### config.mk
export PLATFORM = sky130hd
export DESIGN_NAME = compressed_line_out_buffer_flat
export DESIGN_NICKNAME = d
export VERILOG_FILES = /design/src/rtl/compressed_line_out_buffer_pkg.sv /design/src/rtl/compressed_line_out_buffer_if.sv /design/src/rtl/compressed_line_out_buffer_mem.sv /design/src/rtl/compressed_line_out_buffer.sv /design/src/flat_wrapper.sv
export SDC_FILE = /design/constraint.sdc
export NUM_CORES = 1
export LEC_CHECK = 0
export BUFFER_PORTS_ARGS = -buffer_cell sky130_fd_sc_hd__buf_2
export CORE_UTILIZATION = 55
export CTS_CLUSTER_DIAMETER = 100
export DETAILED_ROUTE_END_ITERATION = 7
export GPL_TIMING_DRIVEN = 0
export PLACE_DENSITY = 0.8
export SLEW_MARGIN = 30
export SYNTH_ARGS = -nofsm -noshare
export SYNTH_HDL_FRONTEND = slang
export SYNTH_SLANG_ARGS = --single-unit
### constraint.sdc
create_clock -name i_clk -period 42.8 [get_ports i_clk]
set_input_delay 12.84 -clock i_clk [delete_from_list [all_inputs] [get_ports i_clk]]
set_output_delay 12.84 -clock i_clk [all_outputs]
set_load 0.02 [all_outputs]
### src/rtl/compressed_line_out_buffer_pkg.sv
// Shared types and default sizing for the compressed-line output buffer.
package comp_out_pkg;
  localparam int CACHE_LINE = 128;
  localparam int DEPTH      = 8;
  localparam int AF_MARGIN  = 2;
  localparam int CNT_W      = $clog2(DEPTH) + 1;

  typedef struct packed {
    logic                  raw;
    logic [CACHE_LINE-1:0] line;
  } out_entry_t;
endpackage

### src/rtl/compressed_line_out_buffer_if.sv
// Line-in / head-out bus of the compressed-line output buffer.
// OUT_BUFFER_STATS_EN adds the line statistics counters.
interface compressed_line_out_buffer_if
  import comp_out_pkg::*;
#(
  parameter int CNT_W = comp_out_pkg::CNT_W
);
  logic [CACHE_LINE-1:0] i_line;
  logic                  i_line_valid;
  logic                  i_raw;
  logic                  i_flush;
  logic                  o_almost_full;
  logic                  o_overflow;
  logic [CNT_W-1:0]      o_count;
  logic [CACHE_LINE-1:0] o_data;
  logic                  o_raw;
  logic                  o_valid;
  logic                  i_ready;
`ifdef OUT_BUFFER_STATS_EN
  logic [31:0]           o_lines_total;
  logic [31:0]           o_lines_raw;
`endif

  modport slave (
    input  i_line, i_line_valid, i_raw, i_flush, i_ready,
`ifdef OUT_BUFFER_STATS_EN
    output o_lines_total, o_lines_raw,
`endif
    output o_almost_full, o_overflow, o_count, o_data, o_raw, o_valid
  );

  modport master (
    output i_line, i_line_valid, i_raw, i_flush, i_ready,
`ifdef OUT_BUFFER_STATS_EN
    input  o_lines_total, o_lines_raw,
`endif
    input  o_almost_full, o_overflow, o_count, o_data, o_raw, o_valid
  );
endinterface

### src/rtl/compressed_line_out_buffer_mem.sv
// Entry storage for the output buffer: one write port, one asynchronous read port.
module out_buffer_mem
  import comp_out_pkg::*;
#(
  parameter int DEPTH = comp_out_pkg::DEPTH,
  localparam int AW   = $clog2(DEPTH)
) (
  input  logic          i_clk,
  input  logic          i_we,
  input  logic [AW-1:0] i_waddr,
  input  out_entry_t    i_wdata,
  input  logic [AW-1:0] i_raddr,
  output out_entry_t    o_rdata
);
  out_entry_t mem_q [DEPTH];

  // Write port.
  always_ff @(posedge i_clk) begin
    if (i_we) begin
      mem_q[i_waddr] <= i_wdata;
    end
  end

  assign o_rdata = mem_q[i_raddr];
endmodule

### src/rtl/compressed_line_out_buffer.sv
// First-word-fall-through queue of tagged compressed lines with almost-full backpressure.
// OUT_BUFFER_STATS_EN adds saturating total/raw line counters.
module compressed_line_out_buffer
  import comp_out_pkg::*;
#(
  parameter int DEPTH     = comp_out_pkg::DEPTH,
  parameter int AF_MARGIN = comp_out_pkg::AF_MARGIN
) (
  input logic                         i_clk,
  input logic                         i_reset,
  compressed_line_out_buffer_if.slave bus
);
  localparam int AW = $clog2(DEPTH);
  localparam int CW = AW + 1;
  localparam logic [CW-1:0] FULL_CNT = CW'(DEPTH);
  localparam logic [CW-1:0] AF_CNT   = CW'(DEPTH - AF_MARGIN);

  logic [AW-1:0] wr_ptr_q, wr_ptr_d, rd_ptr_q, rd_ptr_d;
  logic [CW-1:0] count_q, count_d;
  logic          overflow_q, overflow_d;
  logic          valid_s, full_s, pop_s, push_s;
  out_entry_t    wdata_s, rdata_s;

  assign valid_s = (count_q != '0);
  assign full_s  = (count_q == FULL_CNT);
  assign pop_s   = valid_s & bus.i_ready;
  assign push_s  = bus.i_line_valid & (~full_s | pop_s);
  assign wdata_s = '{raw: bus.i_raw, line: bus.i_line};

  // Pointer, occupancy and overflow next state; flush overrides push and pop.
  always_comb begin
    wr_ptr_d   = wr_ptr_q;
    rd_ptr_d   = rd_ptr_q;
    count_d    = count_q;
    overflow_d = overflow_q;
    if (bus.i_flush) begin
      wr_ptr_d = '0;
      rd_ptr_d = '0;
      count_d  = '0;
    end else begin
      if (push_s) begin
        wr_ptr_d = wr_ptr_q + AW'(1);
      end else begin
        wr_ptr_d = wr_ptr_q;
      end
      if (pop_s) begin
        rd_ptr_d = rd_ptr_q + AW'(1);
      end else begin
        rd_ptr_d = rd_ptr_q;
      end
      case ({push_s, pop_s})
        2'b10:   count_d = count_q + CW'(1);
        2'b01:   count_d = count_q - CW'(1);
        default: count_d = count_q;
      endcase
      if (bus.i_line_valid && !push_s) begin
        overflow_d = 1'b1;
      end else begin
        overflow_d = overflow_q;
      end
    end
  end

  // Control state registers.
  always_ff @(posedge i_clk) begin
    if (!i_reset) begin
      wr_ptr_q   <= '0;
      rd_ptr_q   <= '0;
      count_q    <= '0;
      overflow_q <= 1'b0;
    end else begin
      wr_ptr_q   <= wr_ptr_d;
      rd_ptr_q   <= rd_ptr_d;
      count_q    <= count_d;
      overflow_q <= overflow_d;
    end
  end

  out_buffer_mem #(.DEPTH(DEPTH)) u_mem (
    .i_clk   (i_clk),
    .i_we    (push_s & ~bus.i_flush),
    .i_waddr (wr_ptr_q),
    .i_wdata (wdata_s),
    .i_raddr (rd_ptr_q),
    .o_rdata (rdata_s)
  );

  // Head is forced to zero while empty so stale storage never shows after reset.
  assign bus.o_data        = valid_s ? rdata_s.line : '0;
  assign bus.o_raw         = valid_s & rdata_s.raw;
  assign bus.o_valid       = valid_s;
  assign bus.o_count       = count_q;
  assign bus.o_almost_full = (count_q >= AF_CNT);
  assign bus.o_overflow    = overflow_q;

`ifdef OUT_BUFFER_STATS_EN
  logic [31:0] total_q, total_d, raw_q, raw_d;
  logic        accept_s;

  assign accept_s = push_s & ~bus.i_flush;

  // Saturating counts of accepted lines; only reset clears them.
  always_comb begin
    total_d = total_q;
    raw_d   = raw_q;
    if (accept_s && (total_q != 32'hFFFF_FFFF)) begin
      total_d = total_q + 32'd1;
    end else begin
      total_d = total_q;
    end
    if (accept_s && bus.i_raw && (raw_q != 32'hFFFF_FFFF)) begin
      raw_d = raw_q + 32'd1;
    end else begin
      raw_d = raw_q;
    end
  end

  // Statistics registers.
  always_ff @(posedge i_clk) begin
    if (!i_reset) begin
      total_q <= 32'd0;
      raw_q   <= 32'd0;
    end else begin
      total_q <= total_d;
      raw_q   <= raw_d;
    end
  end

  assign bus.o_lines_total = total_q;
  assign bus.o_lines_raw   = raw_q;
`endif
endmodule
### src/flat_wrapper.sv
// flat-port wrapper written by rule: the top's interface ports become plain ports
module compressed_line_out_buffer_flat import comp_out_pkg::*;
#(
  parameter int DEPTH     = comp_out_pkg::DEPTH,
  parameter int AF_MARGIN = comp_out_pkg::AF_MARGIN
)
  (i_clk, i_reset, bus_i_line, bus_i_line_valid, bus_i_raw, bus_i_flush, bus_i_ready, bus_o_almost_full, bus_o_overflow, bus_o_count, bus_o_data, bus_o_raw, bus_o_valid);
  compressed_line_out_buffer_if bus_i ();
  input logic i_clk;
  input logic i_reset;
  input wire logic [$bits(bus_i.i_line)-1:0] bus_i_line;
  input wire logic [$bits(bus_i.i_line_valid)-1:0] bus_i_line_valid;
  input wire logic [$bits(bus_i.i_raw)-1:0] bus_i_raw;
  input wire logic [$bits(bus_i.i_flush)-1:0] bus_i_flush;
  input wire logic [$bits(bus_i.i_ready)-1:0] bus_i_ready;
  output wire logic [$bits(bus_i.o_almost_full)-1:0] bus_o_almost_full;
  output wire logic [$bits(bus_i.o_overflow)-1:0] bus_o_overflow;
  output wire logic [$bits(bus_i.o_count)-1:0] bus_o_count;
  output wire logic [$bits(bus_i.o_data)-1:0] bus_o_data;
  output wire logic [$bits(bus_i.o_raw)-1:0] bus_o_raw;
  output wire logic [$bits(bus_i.o_valid)-1:0] bus_o_valid;
  assign bus_i.i_line = bus_i_line;
  assign bus_i.i_line_valid = bus_i_line_valid;
  assign bus_i.i_raw = bus_i_raw;
  assign bus_i.i_flush = bus_i_flush;
  assign bus_i.i_ready = bus_i_ready;
  assign bus_o_almost_full = bus_i.o_almost_full;
  assign bus_o_overflow = bus_i.o_overflow;
  assign bus_o_count = bus_i.o_count;
  assign bus_o_data = bus_i.o_data;
  assign bus_o_raw = bus_i.o_raw;
  assign bus_o_valid = bus_i.o_valid;
  compressed_line_out_buffer #(.DEPTH(DEPTH), .AF_MARGIN(AF_MARGIN)) u_core (.i_clk(i_clk), .i_reset(i_reset), .bus(bus_i));
endmodule
After elaboration in Yosys (flattened, before gate mapping) --
Memory sizes are Yosys's and may differ from the RTL's. A register that Yosys moved wholly into a read port is not among the register bits. Index checks and enable logic that the tools add are counted.
Storage, ports and cells: memory bits (writable) 1032, register bits 11, logic and storage cells 33, bits in latches 0, memories kept 1, output and inout port bits 136, memory bits (read-only) 0, input port bits 134
Memories:
- u_core.u_mem.mem_q | words 8, bits a word 129, read ports 1, clocked after memory_dff 1, wr ports 1, line compressed_line_out_buffer_mem.sv:15 | out_entry_t mem_q [DEPTH];
Operators by class: bitwise operators 8, shifts and indexed selects 0, reductions and logical operators 6, $lt $le $gt $ge 1, add/sub/neg operators 4, equality and inequality tests 3, $mul 0, mux-type cells 6, divide/modulo/power cells 0
Operator list (number):
- $mux 128 | 1
- $pmux 4 s2 | 1
- $add 3x1->3 const B | 2
- $mux 3 | 2
- $add 4x1->4 const B | 1
- $and 1x1->1 | 4
- $eq 4x4->1 const B | 1
- $ge 4x3->1 const B | 1
- $reduce_bool 4->1 | 1
- $sub 4x1->4 const B | 1
- $not 1->1 | 3
- $eq 2x1->1 const B | 1
- $eq 2x2->1 const B | 1
- $mux 1 | 2
- $reduce_and 2->1 | 1
- $reduce_bool 2->1 | 1
- $reduce_or 2->1 | 1
- $logic_and 1x1->1 | 1
- $logic_not 1->1 | 1
- $or 1x1->1 | 1

Depth between registers and ports, before layout --
word-level depth 7, gate-level depth with buffers 12

Cells and area by module --
From an unflattened synthesis, not the netlist that was laid out.
Second synthesis, totals: cells, all modules 1722, area, all modules 40791.6 um^2
Modules (own cells, without submodules):
- out_buffer_mem | times used 1, seq. area each 30989.7 um^2, area each 39218.9 um^2, cells an instance 1504
- compressed_line_out_buffer | times used 1, seq. area each 220.2 um^2, area each 1572.8 um^2, cells an instance 218

Worst setup path before layout --
OpenSTA, ideal clock, no wires.
kind input to register, start point in bus_i_ready, end point mem u_core.u_mem.mem_q[0][0] in the netlist's numbering, enable pin, stages on the path 4, setup time 0.776 ns, arrival 22.278 ns, slack 19.747 ns, path through nand2b_1 nor2_1 or4b_4 nor3_1
On the way: longest elaborated chain between the ends 6
Ends and longest elaborated chain:
- start, declared | line flat_wrapper.sv:15 | input wire logic [$bits(bus_i.i_ready)-1:0] bus_i_ready;
- $and 1x1->1 | line compressed_line_out_buffer.sv:26 | assign pop_s = valid_s & bus.i_ready;
- $or 1x1->1 | line compressed_line_out_buffer.sv:27 | assign push_s = bus.i_line_valid & (~full_s | pop_s);
- $and 1x1->1 | line compressed_line_out_buffer.sv:27
- $and 1x1->1 | line compressed_line_out_buffer.sv:81 | .i_we (push_s & ~bus.i_flush),
- $mux 1 | line compressed_line_out_buffer_mem.sv:19 | if (i_we) begin
- $mux 1 (implied by the code) | line compressed_line_out_buffer_mem.sv:20 | mem_q[i_waddr] <= i_wdata;
- end, declared | line compressed_line_out_buffer_mem.sv:15
No other way between the ends.

==> flow_metrics.py <==
metrics = {
    "die": {
        "die_w_um": 271,
        "rows": 98,
        "core-area_mm2": 0.0716,
        "die_height_um": 271,
        "die_area_mm2": 0.0736,
        "io_pins": 270,
        "start_util": 0.557,
    },
    "yosys": {
        "ys_seq_area_frac": 0.784,
        "syn_inst": 1718,
        "synth_flop_cell": "edfxtp_1",
        "syn_nets": 1857,
        "ys_ff_latch": 1046,
        "avgSynthCellArea_um2": 23.2,
        "ys_types": 35,
        "synth_warnings": 0,
        "syn-cell-area_mm2": 0.0399,
        "synth_edf_count": 1032,
        "async_flop_share": 0,
    },
    "grt": {
        "grt_usage": 0.241,
        "overflow": 0,
        "grt_max_degree": 19,
        "antenna_found_initial": 16,
        "grt_pass1_vias": 20500,
        "grt_pass1_wl_mm": 129,
    },
    "drt": {
        "routed-via-count": 19300,
        "viasPerCell": 5.97,
        "drc": 0,
        "wl_mm": 87.5,
        "wire_per_inst_um": 27.1,
        "firstDrtPassIters": 5,
        "antenna_left": 0,
        "drtIter0Drc": 1728,
    },
    "clock_network": {
        "clk_latency_ps": 640,
        "clk_pin_slew_ps": 70,
        "cts_hold_buf": 0,
        "cts_resized": 0,
        "clk_path_buf_depth": 3,
        "htree_levels": 3,
        "cts_buffers": 102,
        "cts_tree": "yes",
        "postCtsSetupBuffers": 0,
        "cts_root_buf": "clkbuf_16",
        "clock-sinks": 1046,
    },
    "sta": {
        "finalCritPeriodShare": 0.375,
        "maxSlewHeadroom": 0.436,
        "fin_crit_ps": 16040,
        "setup_tns_ps": 0,
        "hold_viol": 0,
        "final_max_slew_viol_count": 0,
        "setup_slack_ps": 26760,
        "tightest_slew_ps": 846,
        "max_freq_ghz": 0.0623,
        "finalClockSkew_ps": 29.3,
        "rsz0062_at_grt": "false",
        "setup_viol": 0,
    },
    "worst_setup_path": {
        "criticalPathCategory": "flop to primary output",
        "cp_data_arrival_time_ps": 3200,
        "endpoint_kind": "primary output",
        "worstPathRequired_ps": 29960,
        "crit_path_start_kind": "flop",
        "critPathMaxFanout": 10,
    },
    "cells_and_area": {
        "syn_to_final_growth_pct": 19.2,
        "layout-drive-gt1-share": 0.380,
        "finalNetCount": 2325,
        "final_area_mm2": 0.0475,
        "final_common_cell": "edfxtp_1",
        "final_core_util": 0.664,
        "layout.cells.most_common_list": "1032 x edfxtp_1, 321 x buf_2, 258 x mux4_2",
    },
    "power_and_ir_drop": {
        "intPower_mw": 1.69,
        "pwr-share-clk": 0.418,
        "p_leak_nw": 15.4,
        "p_total_mw": 2.11,
        "pwr-share-seq": 0.539,
        "switching_share": 0.200,
        "powerDensity_mw_per_mm2": 44.3,
        "p_sw_mw": 0.422,
        "power_frac_comb": 0.042,
        "peakVddDrop_mv": 0.0511,
    },
    "placement": {
        "dp_hpwl_mm": 54.9,
        "place_ws_ps": 26490,
        "portBuffers": 269,
        "placed_area_mm2": 0.0442,
        "gp_congestion": 0.751,
    },
    "outcome": {
        "outcome": "completed",
    },
    "flow_run": {
        "drv_cap": 0,
    },
    "worst_hold_path": {
        "hold_class": "flop to flop",
    },
}
[cell type report]
| cell class | instances | area, um2 |
|---|---|---|
| inverter | 2 | 7.51 |
| clock inverter | 50 | 522 |
| timing repair buffer | 364 | 3060 |
| antenna | 7 | 17.5 |
| fill | 4443 | 24100 |
| sequential | 1046 | 31300 |
| multi-input combinational | 580 | 8080 |
| tap | 950 | 1190 |
| buffer | 90 | 602 |
| clock buffer | 137 | 2800 |
[kinds of logic (layout without fill, tap and decap cells)]
| logic type | count (synthesis) | after routing | share of synthesized area |
|---|---|---|---|
| adders and majority gates | 5 | 5 | 0.00157 |
| and+or+nand+nor | 167 | 167 | 0.0174 |
| other | 0 | 7 | 0 |
| xor gates and xnor gates | 7 | 7 | 0.00172 |
| muxes | 390 | 390 | 0.179 |
| buffers and inverters | 92 | 643 | 0.0152 |
| AOI/OAI and AO/OA | 11 | 11 | 0.00179 |
| DFF | 1046 | 1046 | 0.784 |
[state kept, by name, summed over array words and instances, names as in the netlist, named ones only]
name                   count
u_core.bus.o_count         4
u_core.u_mem.mem_q      1032
u_core.bus.o_overflow      1
u_core.wr_ptr_q            3
u_core.rd_ptr_q            3
[layer usage]
metal,global-route usage,vias up,part of all wire
met3,0.0462,155,0.069
met2,0.416,825,0.52
met4,0.0748,14,0.024
met5,0,-,0.0011
li1,-,8157,-
met1,0.311,10100,0.38
[cell usage after synthesis, types with 3 or more instances]
cell      number  area [um2]
edfxtp_1    1032       31000
mux4_2       258        5810
nor2_1       146         548
mux2i_1      132        1320
buf_2         52         260
buf_6         26         293
dfxtp_1       14         280
clkbuf_1      12        45.0
xor2_1         6        52.6
ha_1           5        62.6
nand2b_1       5        31.3
a21oi_1        3        15.0
nand2_1        3        11.3
[worst max-delay path, cell delays in order, from the launching register on]
cell and delay (ps):
dfxtp_1 310, clkbuf_1 320, clkbuf_2 500, buf_2 420
mux4_2 410, mux2i_1 350, nor2_1 70, buf_2 170
[final timing paths]
kind,startpoint,end,slack [ps],cells past startpoint
setup / recovery,flop,bus_o_data[61],26760,7
hold / removal,u_core.bus.o_overflow$_SDFFE_PN0P_,u_core.bus.o_overflow$_SDFFE_PN0P_,500,2
setup reg to reg,u_core.bus.o_count[1]$_SDFFE_PP0P_,u_core.u_mem.mem_q[0][49]$_DFFE_PP_,38930,12
hold reg to reg,u_core.bus.o_overflow$_SDFFE_PN0P_,u_core.bus.o_overflow$_SDFFE_PN0P_,500,2
[power by group through the flow]
| stage | Combinational [mW] | Clock [mW] | Sequential, mW |
|---|---|---|---|
| finish | 0.0894 | 0.882 | 1.14 |
| global route | 0.0958 | 0.931 | 1.14 |
| CTS | 0.0902 | 0.896 | 1.14 |
| detailed placement | 0.0892 | 0 | 1.16 |
| global placement | 0.0825 | 0 | 1.16 |
| floorplan | 0.0471 | 0 | 1.16 |
[metrics by stage]
step           hold slack [ps]  instances
2_1_floorplan              485       1718
3_3_place_gp               469       2937
3_5_place_dp               490       3032
4_1_cts                    503       3219
5_1_grt                    544       3221
6_report                   503       3226
(Power assumes the default switching activity.)
